===== src/rtl/mesi_bus_arbiter.sv =====
// -----------------------------------------------------------------------------
// mesi_bus_arbiter
//   Snoop-bus arbiter/sequencer for NUM_MASTERS MESI cache controllers that
//   share one bus. A requester is picked round-robin. Its command is broadcast
//   as a snoop to every other cache, and their shared/dirty responses are
//   collected. Memory is fetched when no cache supplies the line. A one-cycle
//   completion carrying the combined result is then returned to the winner.
//
//   Optional feature macro: MESI_ARB_TIMEOUT_EN
//     When defined, COLLECT gives up after SNOOP_TIMEOUT cycles and completes
//     with resp_err=1. When undefined, COLLECT waits for every ack.
// -----------------------------------------------------------------------------
module mesi_bus_arbiter #(
  parameter int NUM_MASTERS   = 4,
  parameter int ADDR_W        = 20,
  parameter int SNOOP_TIMEOUT = 16
) (
  input  logic                          clk,
  input  logic                          rst,
  input  logic [NUM_MASTERS-1:0]        req,
  input  logic [2*NUM_MASTERS-1:0]      req_cmd,
  input  logic [ADDR_W*NUM_MASTERS-1:0] req_addr,
  output logic [NUM_MASTERS-1:0]        grant,
  output logic                          snoop_valid,
  output logic [1:0]                    snoop_cmd,
  output logic [ADDR_W-1:0]             snoop_addr,
  output logic [NUM_MASTERS-1:0]        snoop_target,
  input  logic [NUM_MASTERS-1:0]        snoop_ack,
  input  logic [NUM_MASTERS-1:0]        snoop_shared,
  input  logic [NUM_MASTERS-1:0]        snoop_dirty,
  output logic                          mem_req,
  output logic [ADDR_W-1:0]             mem_addr,
  input  logic                          mem_ack,
  output logic                          done,
  output logic                          resp_shared,
  output logic                          resp_dirty,
  output logic                          resp_err
);

  localparam int IDX_W = (NUM_MASTERS > 1) ? $clog2(NUM_MASTERS) : 1;

  typedef enum logic [1:0] {
    BUS_RD   = 2'b00,
    BUS_RDX  = 2'b01,
    BUS_UPGR = 2'b10,
    BUS_RSVD = 2'b11
  } bus_cmd_t;

  typedef enum logic [2:0] {
    S_IDLE,
    S_SNOOP,
    S_COLLECT,
    S_MEM,
    S_DONE
  } state_t;

  state_t                   state;
  logic [IDX_W-1:0]         ptr;        // round-robin search start
  logic [IDX_W-1:0]         owner;      // index of the current grant
  logic [NUM_MASTERS-1:0]   ack_seen;
  logic [NUM_MASTERS-1:0]   shared_acc;
  logic [NUM_MASTERS-1:0]   dirty_acc;

`ifdef MESI_ARB_TIMEOUT_EN
  localparam int TMO_W = $clog2(SNOOP_TIMEOUT + 1);
  logic [TMO_W-1:0]         tmo_cnt;
`endif

  // Winner selection: first set req at or after ptr, wrapping modulo NUM_MASTERS.
  logic [IDX_W-1:0]         win_idx;
  logic [IDX_W:0]           scan_idx;
  logic [NUM_MASTERS-1:0]   win_onehot;
  logic [1:0]               win_cmd;
  logic [ADDR_W-1:0]        win_addr;

  // Round-robin scan. The loop runs downwards, so the nearest requester is the one kept.
  always_comb begin
    // NOTE: every variable written here gets a default first; otherwise a path that skips the assignment infers a latch.
    win_idx  = ptr;
    scan_idx = '0;
    for (int k = NUM_MASTERS - 1; k >= 0; k--) begin
      scan_idx = {1'b0, ptr} + (IDX_W + 1)'(k);
      if (scan_idx >= (IDX_W + 1)'(NUM_MASTERS))
        scan_idx = scan_idx - (IDX_W + 1)'(NUM_MASTERS);
      if (req[scan_idx[IDX_W-1:0]])
        win_idx = scan_idx[IDX_W-1:0];
    end
    win_onehot          = '0;
    win_onehot[win_idx] = 1'b1;
    win_cmd             = req_cmd[int'(win_idx)*2 +: 2];
    win_addr            = req_addr[int'(win_idx)*ADDR_W +: ADDR_W];
  end

  // Snoop response accumulation, including the acks that arrive this cycle.
  logic [NUM_MASTERS-1:0]   ack_valid;
  logic [NUM_MASTERS-1:0]   ack_now;
  logic [NUM_MASTERS-1:0]   shared_now;
  logic [NUM_MASTERS-1:0]   dirty_now;
  logic                     collect_done;

  // Acks are masked by snoop_target, so any ack on the owner bit is dropped.
  always_comb begin
    ack_valid    = snoop_ack & snoop_target;
    ack_now      = ack_seen   | ack_valid;
    shared_now   = shared_acc | (ack_valid & snoop_shared);
    dirty_now    = dirty_acc  | (ack_valid & snoop_dirty);
    collect_done = &(ack_now | grant);
  end

  // Transaction sequencer. Every output is driven from a register.
  always_ff @(posedge clk or posedge rst) begin
    // NOTE: sequential state uses non-blocking assignments only, so every register samples pre-edge values.
    if (rst) begin
      state        <= S_IDLE;
      ptr          <= '0;
      owner        <= '0;
      ack_seen     <= '0;
      shared_acc   <= '0;
      dirty_acc    <= '0;
      grant        <= '0;
      snoop_valid  <= 1'b0;
      snoop_cmd    <= '0;
      snoop_addr   <= '0;
      snoop_target <= '0;
      mem_req      <= 1'b0;
      mem_addr     <= '0;
      done         <= 1'b0;
      resp_shared  <= 1'b0;
      resp_dirty   <= 1'b0;
      resp_err     <= 1'b0;
`ifdef MESI_ARB_TIMEOUT_EN
      tmo_cnt      <= '0;
`endif
    end else begin
      case (state)
        S_IDLE: begin
          if (|req) begin
            grant        <= win_onehot;
            snoop_target <= ~win_onehot;
            owner        <= win_idx;
            snoop_cmd    <= win_cmd;
            snoop_addr   <= win_addr;
            if (win_cmd == BUS_RSVD) begin
              // A reserved command is never put on the bus.
              done        <= 1'b1;
              resp_err    <= 1'b1;
              resp_shared <= 1'b0;
              resp_dirty  <= 1'b0;
              state       <= S_DONE;
            end else begin
              snoop_valid <= 1'b1;
              state       <= S_SNOOP;
            end
          end
        end

        S_SNOOP: begin
          snoop_valid <= 1'b0;
          ack_seen    <= '0;
          shared_acc  <= '0;
          dirty_acc   <= '0;
`ifdef MESI_ARB_TIMEOUT_EN
          tmo_cnt     <= '0;
`endif
          state       <= S_COLLECT;
        end

        S_COLLECT: begin
          ack_seen   <= ack_now;
          shared_acc <= shared_now;
          dirty_acc  <= dirty_now;
          if (collect_done) begin
            if (snoop_cmd == BUS_UPGR || |dirty_now) begin
              // An upgrade needs no data, and a dirty snooper supplies it.
              done        <= 1'b1;
              resp_shared <= |shared_now;
              resp_dirty  <= |dirty_now;
              resp_err    <= 1'b0;
              state       <= S_DONE;
            end else begin
              mem_req  <= 1'b1;
              mem_addr <= snoop_addr;
              state    <= S_MEM;
            end
          end
`ifdef MESI_ARB_TIMEOUT_EN
          else if (tmo_cnt == TMO_W'(SNOOP_TIMEOUT - 1)) begin
            done        <= 1'b1;
            resp_err    <= 1'b1;
            resp_shared <= 1'b0;
            resp_dirty  <= 1'b0;
            state       <= S_DONE;
          end else begin
            tmo_cnt <= tmo_cnt + 1'b1;
          end
`endif
        end

        S_MEM: begin
          if (mem_ack) begin
            mem_req     <= 1'b0;
            done        <= 1'b1;
            resp_shared <= |shared_acc;
            resp_dirty  <= 1'b0;
            resp_err    <= 1'b0;
            state       <= S_DONE;
          end
        end

        S_DONE: begin
          done         <= 1'b0;
          resp_shared  <= 1'b0;
          resp_dirty   <= 1'b0;
          resp_err     <= 1'b0;
          grant        <= '0;
          snoop_target <= '0;
          ptr          <= (owner == IDX_W'(NUM_MASTERS - 1)) ? '0 : owner + 1'b1;
          state        <= S_IDLE;
        end

        default: state <= S_IDLE;
      endcase
    end
  end

endmodule


===== config.mk =====
export PLATFORM = sky130hd
export DESIGN_NAME = mesi_bus_arbiter
export DESIGN_NICKNAME = d
export VERILOG_FILES = /design/src/rtl/mesi_bus_arbiter.sv
export SDC_FILE = /design/constraint.sdc
export NUM_CORES = 1
export LEC_CHECK = 0
export BUFFER_PORTS_ARGS = -buffer_cell sky130_fd_sc_hd__buf_2
export CAP_MARGIN = 20
export CORE_MARGIN = 2
export CORE_UTILIZATION = 52
export DETAILED_ROUTE_END_ITERATION = 12
export PLACE_DENSITY = 0.91
export RECOVER_POWER = 100
export SLEW_MARGIN = 0
export SYNTH_ARGS = -nofsm -noshare
export SYNTH_HDL_FRONTEND = slang
export SYNTH_SLANG_ARGS = --single-unit

===== constraint.sdc =====
create_clock -name clk -period 4.7 [get_ports clk]
set_input_delay 0 -clock clk [delete_from_list [all_inputs] [get_ports clk]]
set_output_delay 0 -clock clk [all_outputs]
set_load 0.03 [all_outputs]

-- After elaboration in Yosys (flattened, before gate mapping)
Cells that the tools add are included.
W data, S select, Z words.
- word-level logic and storage cells: 138
- input port bits: 107
- output and inout bits: 56
- register bits after elaboration: 75
- multiply operators: 1
- shift operators: 2
- bitwise operators: 9
- equal/unequal tests: 14
- add/sub/neg operators: 8
- magnitude comparators: 10
- mux-type cells: 57
- reduce and logical (&&, ||, !) cells: 20
- operators by type and width (kind ; number):
    $shiftx A80 B8 Y20 ; 1
    $pmux W4 S2 ; 5
    $mux W1 ; 24
    $mux W2 ; 9
    $or A4 B4 Y4 ; 4
    $pmux W1 S4 ; 4
    $reduce_or A4 Y1 ; 4
    $lt A2 B3 Y1 const B ; 5
    $mux W3 ; 5
    $ne A2 B2 Y1 const B ; 7
    $and A4 B4 Y4 ; 3
    $pmux W3 S4 ; 1
    $reduce_and A6 Y1 ; 2
    $ge A3 B3 Y1 const B ; 3
    $bmux W1 S2 ; 4
    $mux W4 ; 2
    $reduce_and A4 Y1 ; 2
    $reduce_bool A2 Y1 ; 4
    $shiftx A8 B4 Y2 ; 1
    $sub A2 B1 Y2 const B ; 4
    $add A2 B2 Y3 const B ; 2
    $eq A2 B2 Y1 const B ; 3
    $eq A3 B2 Y1 const B ; 2
    $reduce_and A3 Y1 ; 2
    other kinds (16) ; 18

-- Longest topological paths before layout
- depth after elaboration: 16
- gate-level depth with buffers: 9
- mapped depth without buffers: 7

-- Worst setup path before layout
OpenSTA, ideal clock, no wires.
- path kind: register -> register
- from: register snoop_target[3]
- to: register resp_err
- arrival time: 2086 ps
- buffers on the path: 0
- data required time: 4574 ps
- stages on the path, launching flop included: 8
- setup time: 126 ps
- setup slack: 2488 ps
- cells stage by stage: dfrtp_1 a211oi_1 or4_1 o21ai_1 nor3b_2 nor2b_1 and2_1 a311o_1
- cells in the longest elaborated chain, start to end: 7
- elaborated cells between the ends (all ways): 11
- classes of those cells: eq/ne (2); bitwise (5); reduce/logical (4)
- ends and longest elaborated chain (element ; line ; text):
    start: declaration ; 27 ; output logic [NUM_MASTERS-1:0] snoop_target,
    start signal: assignment ; 139 ; snoop_target <= ~win_onehot;
    $and A4 B4 Y4 (*) ; 103 ; ack_valid = snoop_ack & snoop_target;
    $and A4 B4 Y4 ; 106 ; dirty_now = dirty_acc | (ack_valid & snoop_dirty);
    $or A4 B4 Y4 ; 106 ;
    $reduce_or A4 Y1 ; 173 ; if (snoop_cmd == BUS_UPGR || |dirty_now) begin
    $logic_or A1 B1 Y1 ; 173 ;
    $ne A2 B2 Y1 (no source line) ; n/a ;
    $reduce_and A6 Y1 (no source line) (*) ; n/a ;
    end signal: assignment ; 178 ; resp_err <= 1'b0;
    end signal: assignment ; 205 ; resp_err <= 1'b0;
    end signal: assignment ; 214 ; resp_err <= 1'b0;
    end: declaration ; 37 ; output logic resp_err
Every way passes the cells marked *; elsewhere a longest branch is shown, timed or not.
A chain may end at the register's enable or synchronous reset.

-- Worst setup path in the final report
- from: register ptr[1]
- to: register resp_dirty
- cells in the longest elaborated chain, start to end: 13
- elaborated cells between the ends (all ways): 31
- classes of those cells: add/sub (7); order compare (4); eq/ne (2); shift (1); mux (16); reduce/logical (1)
- ends and longest elaborated chain (element ; line ; text):
    start: declaration ; 58 ; logic [IDX_W-1:0] ptr;
    start signal: assignment ; 217 ; ptr <= (owner == IDX_W'(NUM_MASTERS - 1)) ? '0 : owner + 1'b1;
    $add A2 B2 Y3 ; 82 ; scan_idx = {1'b0, ptr} + (IDX_W + 1)'(k);
    $ge A3 B3 Y1 / $sub A2 B1 Y2 (equally long branches) ; 83, 84 ;
    $mux W2 ; 83 ; if (scan_idx >= (IDX_W + 1)'(NUM_MASTERS))
    $bmux W1 S2 ; 85 ; if (req[scan_idx[IDX_W-1:0]])
    $mux W1 (implied by the code) ; 85 ;
    $mux W2 (3 in series) ; 85 ;
    $mux W2 (*) ; 85 ;
    $shiftx A8 B4 Y2 (*) ; 90 ; win_cmd = req_cmd[int'(win_idx)*2 +: 2];
    $eq A2 B2 Y1 (*) ; 143 ; if (win_cmd == BUS_RSVD) begin
    $ne A2 B2 Y1 (no source line) (*) ; n/a ;
    $reduce_and A6 Y1 (no source line) (*) ; n/a ;
    end signal: assignment ; 177 ; resp_dirty <= |dirty_now;
    end: declaration ; 36 ; output logic resp_dirty,
Every way passes the cells marked *; elsewhere a longest branch is shown, timed or not. The select of a mux whose other input is x is not followed.

==> run summary <==
Once placement finished, the instance area stood at 0.004736 mm². Setup repair after global routing left no endpoint under its margin. The detail route stage leaves a number of antenna-violating nets equal to 0. In this run the worst setup path terminates at resp_dirty. Registers are responsible for 34.5% of the overall power. The area growth from synthesis to layout is 26.80%. Counting cells, the worst reg-to-reg path comes to 7. The number of failing hold endpoints at the final stage was 0. The flow ran to the end, but the final reports show violations. Once the floorplan was initialized, standard cells occupied 53.61% of the core. TritonCTS created 9 clock buffers. For this run the aggregate overflow at the end of global routing stands at 0. The clock latency reported for the late side of the worst-skew pair is 0.35 ns, and the maximum clock skew at final layout is 0.009280 ns. The upper clock frequency limit is 0.2814 GHz. The detailed-routing iteration count for the pre-antenna-repair pass was 5; the required time reported for the critical path endpoint was 4.93 ns. For the number of maximum-capacitance violations, the log shows 3.

TritonCTS built the clock tree. The share of the synthesized area in the top cell type was 48.26%; the switching part of the total power was 48.43%. The logs give 76 for the largest net degree at the start of global routing and 0 for the DRC violations left. The maximum net fanout on the critical path works out to 53. Averaged over all synthesized cells, the footprint is 9.370 µm².

The setup slack on the worst flop-to-flop path was 1.15 ns. The analysis attributes to cell leakage a power of 2.439 nW. For the worst setup path, the data arrival time is 3.78 ns.

The logs give 0.007253 mm² for the area of the core and 3 for the number of levels in the clock H-tree. After synthesis, the cell types taking the most area are dfrtp_1 48%, nand2_1 7.2%, and3_1 6.4%, mux2_2 6.4%, a211oi_1 4.6%. In this run the deepest clock path goes through 2 buffers. The tools report the buffer type at the clock tree root as clkbuf_8. The die covers 0.008186 mm².

The endpoint identified for the worst register-to-register timing path is resp_dirty. The number of antenna diodes in the final layout is 0. The clock sink count was 75. The critical path in this run is classified as flop to flop.

Clock-pin slew was measured on the worst setup and hold paths at 0.08 ns. The logs give 48.26% for the part of the Yosys area used for sequential elements and 0 for the number of antenna violations at the first check in global routing. The detailed router finished its first iteration with 219 violations. Of all flip-flops after synthesis, the portion carrying an async set or reset was 100.0%. The run gives 1.618 mW as the power dissipated by switching net loads. The power density relative to cell area was 677.6 mW/mm²; the count of buffers from port buffering was 162. The layout has 606 filler cells. After routing the design area is 0.004931 mm². Measured against its own limit, the worst slew margin works out to -29.62%. The post-route netlist has 25.82% of its cells at a drive strength greater than 1. The final RePlAce weighted congestion is 0.8767. The average detailed-routed wire length per instance works out to 16.11 µm.

The horizontal die dimension works out to 90.48 µm. The ratio of final minimum period to clock period works out to 75.60%. The startpoint identified for the worst register-to-register timing path is ptr[1].

Number of distinct library cell variants in the gate-level netlist after synthesis: 41. Combinational logic is responsible for 52.0% of the overall power. In this run the cell area of the synthesized design comes to 0.003889 mm². In this run the worst hold path is classified as primary input to flop. The logs give 3670 for the number of global-route vias before repair and 10890 µm for the final routed wirelength across all metal layers. The number of nets in the synthesized netlist is 523.

The Yosys step of the flow raised 0 warnings. The number of synthesized register bits came out at 75. For this run, the share of the core covered by cells in the final layout is 67.98%. In this run the count of I/O pins placed on the die edge is 163.

Global routing consumed, over all layers together, 27.04% of the routing resources. The smallest clock period supported by the final layout is computed as 3.553 ns. The final total negative setup slack was 0 ns; the final number of max-transition violations was 180. The clock power share is 13.5%, and the worst vdd rail ir drop is 0.0003593 V. At the pin with the least slew margin, the transition time is 1.944 ns. The synthesized design spends more area on one cell type than any other, namely dfrtp_1.

The final layout contains 681 nets. The worst setup path is captured at a flop. The total number of vias is 3828.

Detailed placement ended at an HPWL of 7750 µm. After technology mapping, the gate count stands at 415. Hold timing on the final database bottoms out at a slack of 0.02307 ns.

The most used flip-flop cell after synthesis is dfrtp_1. The run gives 17770 µm as the wire length of the first global-routing pass. The final reports fail on capacitance limit, slew limit. The vertical extent of the die was 90.48 µm; the number of rows created at floorplan was 31. Counting flops with a built-in enable in the synthesized netlist gives 0.

The internal portion of the total power is 1.723 mW. The completed layout was analyzed and its total power is 3.341 mW. In the routed layout, each cell is associated on average with a via count of 5.663. Timing startpoint of the critical path: ptr[1]. Setup violations remaining at the end of the flow were counted as 0.

The worst setup path is launched from a flop.
==> logic make-up after synthesis <==
family	Yosys count	share of synthesized area [%]
AO/OA/AOI/OAI	99	17.60
adder cells (fa/ha/maj)	1	0.3217
flip-flops	75	48.26
buffers and inverters	35	3.572
multiplexers	29	8.430
AND/OR/NAND/NOR	176	21.82
==> metal layers <==
layer / track usage [%] / vias up / share of wire, %
met5: 0 / - / 0
met4: 7.436 / 0 / 1.8
met3: 5.843 / 17 / 6.6
met2: 46.46 / 193 / 51
met1: 34.58 / 1801 / 41
li1: - / 1817 / -
==> registers in the layout, indices dropped and copies added, names as in the netlist, 3 cells and up <==
signal / count
ack_seen: 4
dirty_acc: 4
grant: 4
mem_addr: 20
shared_acc: 4
snoop_addr: 20
snoop_target: 4
state: 3
==> Yosys cell counts (8+ instances only) <==
cell	n
o21ai_0	13
dfrtp_1	75
nand3_1	10
o31ai_1	23
mux2_2	22
a31oi_1	8
clkbuf_1	27
nor2_1	22
and3_1	40
a211oi_1	24
nor3_1	8
nand2_1	75
a21oi_1	12
==> power groups by stage <==
stage	combinational (mW)	clock, mW	sequential [mW]
floorplan	0.959	0	1.48
global placement	1.73	0	1.13
detailed placement	1.78	0	1.15
CTS	1.79	0.462	1.14
global route	1.90	0.488	1.19
finish	1.74	0.451	1.15
==> per-stage QoR <==
step,setup slack (ns),cells
after detailed placement,1.856,650
after global routing,0.8530,676
after floorplan,2.488,415
final,1.147,676
after CTS,1.847,675
after global placement,1.994,650
==> timing repair <==
item	4_1_cts	5_1_grt
hold buffers	10	0
gates resized for setup	0	0
setup buffers	0	0
hold endpoints to repair	84	0
==> worst max-delay path, stage by stage (launching register included) <==
cell and delay, ns:
dfrtp_1 0.44, nor3_1 0.18, or3_1 0.12, nand3_1 1.19
mux2i_1 0.39, mux2_1 0.44, or2_0 0.30, a311o_1 0.37
==> cell usage in the layout, fill, tap and decap left out, types with 12 or more instances in the layout <==
master    Yosys  final
nor2_1       22     22
a21oi_1      12     12
clkbuf_8      0     12
and3_1       40     40
o31ai_1      23     23
clkbuf_1     27     58
buf_2         0    106
mux2_2       22     22
o21ai_0      13     12
nand2_1      75     75
dfrtp_1      75     75
a211oi_1     24     24
==> worst min-delay path by stage <==
stage,startpoint,endpoint,slack (ns),cells past startpoint
5_1_grt,req_addr[46],snoop_addr[6],0.03,4
3_5_place_dp,mem_ack,state[1],0.26,2
2_1_floorplan,mem_ack,state[1],0.11,1
4_1_cts,req_addr[46],snoop_addr[6],0.02,4
3_3_place_gp,mem_ack,state[1],0.26,2
6_report,req_addr[6],snoop_addr[6],0.02,3
==> cell type report <==
cell class | instances | area [µm²] | area share, %
well taps | 99 | 123.9 | 2.512
clock inverters | 2 | 10.01 | 0.2030
clock buffers | 13 | 168.9 | 3.426
flip-flops and latches | 75 | 1877 | 38.06
multi-input cells | 305 | 1861 | 37.73
repair buffers | 177 | 872.1 | 17.69
inverters | 5 | 18.77 | 0.3806
(Power assumes the default switching activity.)
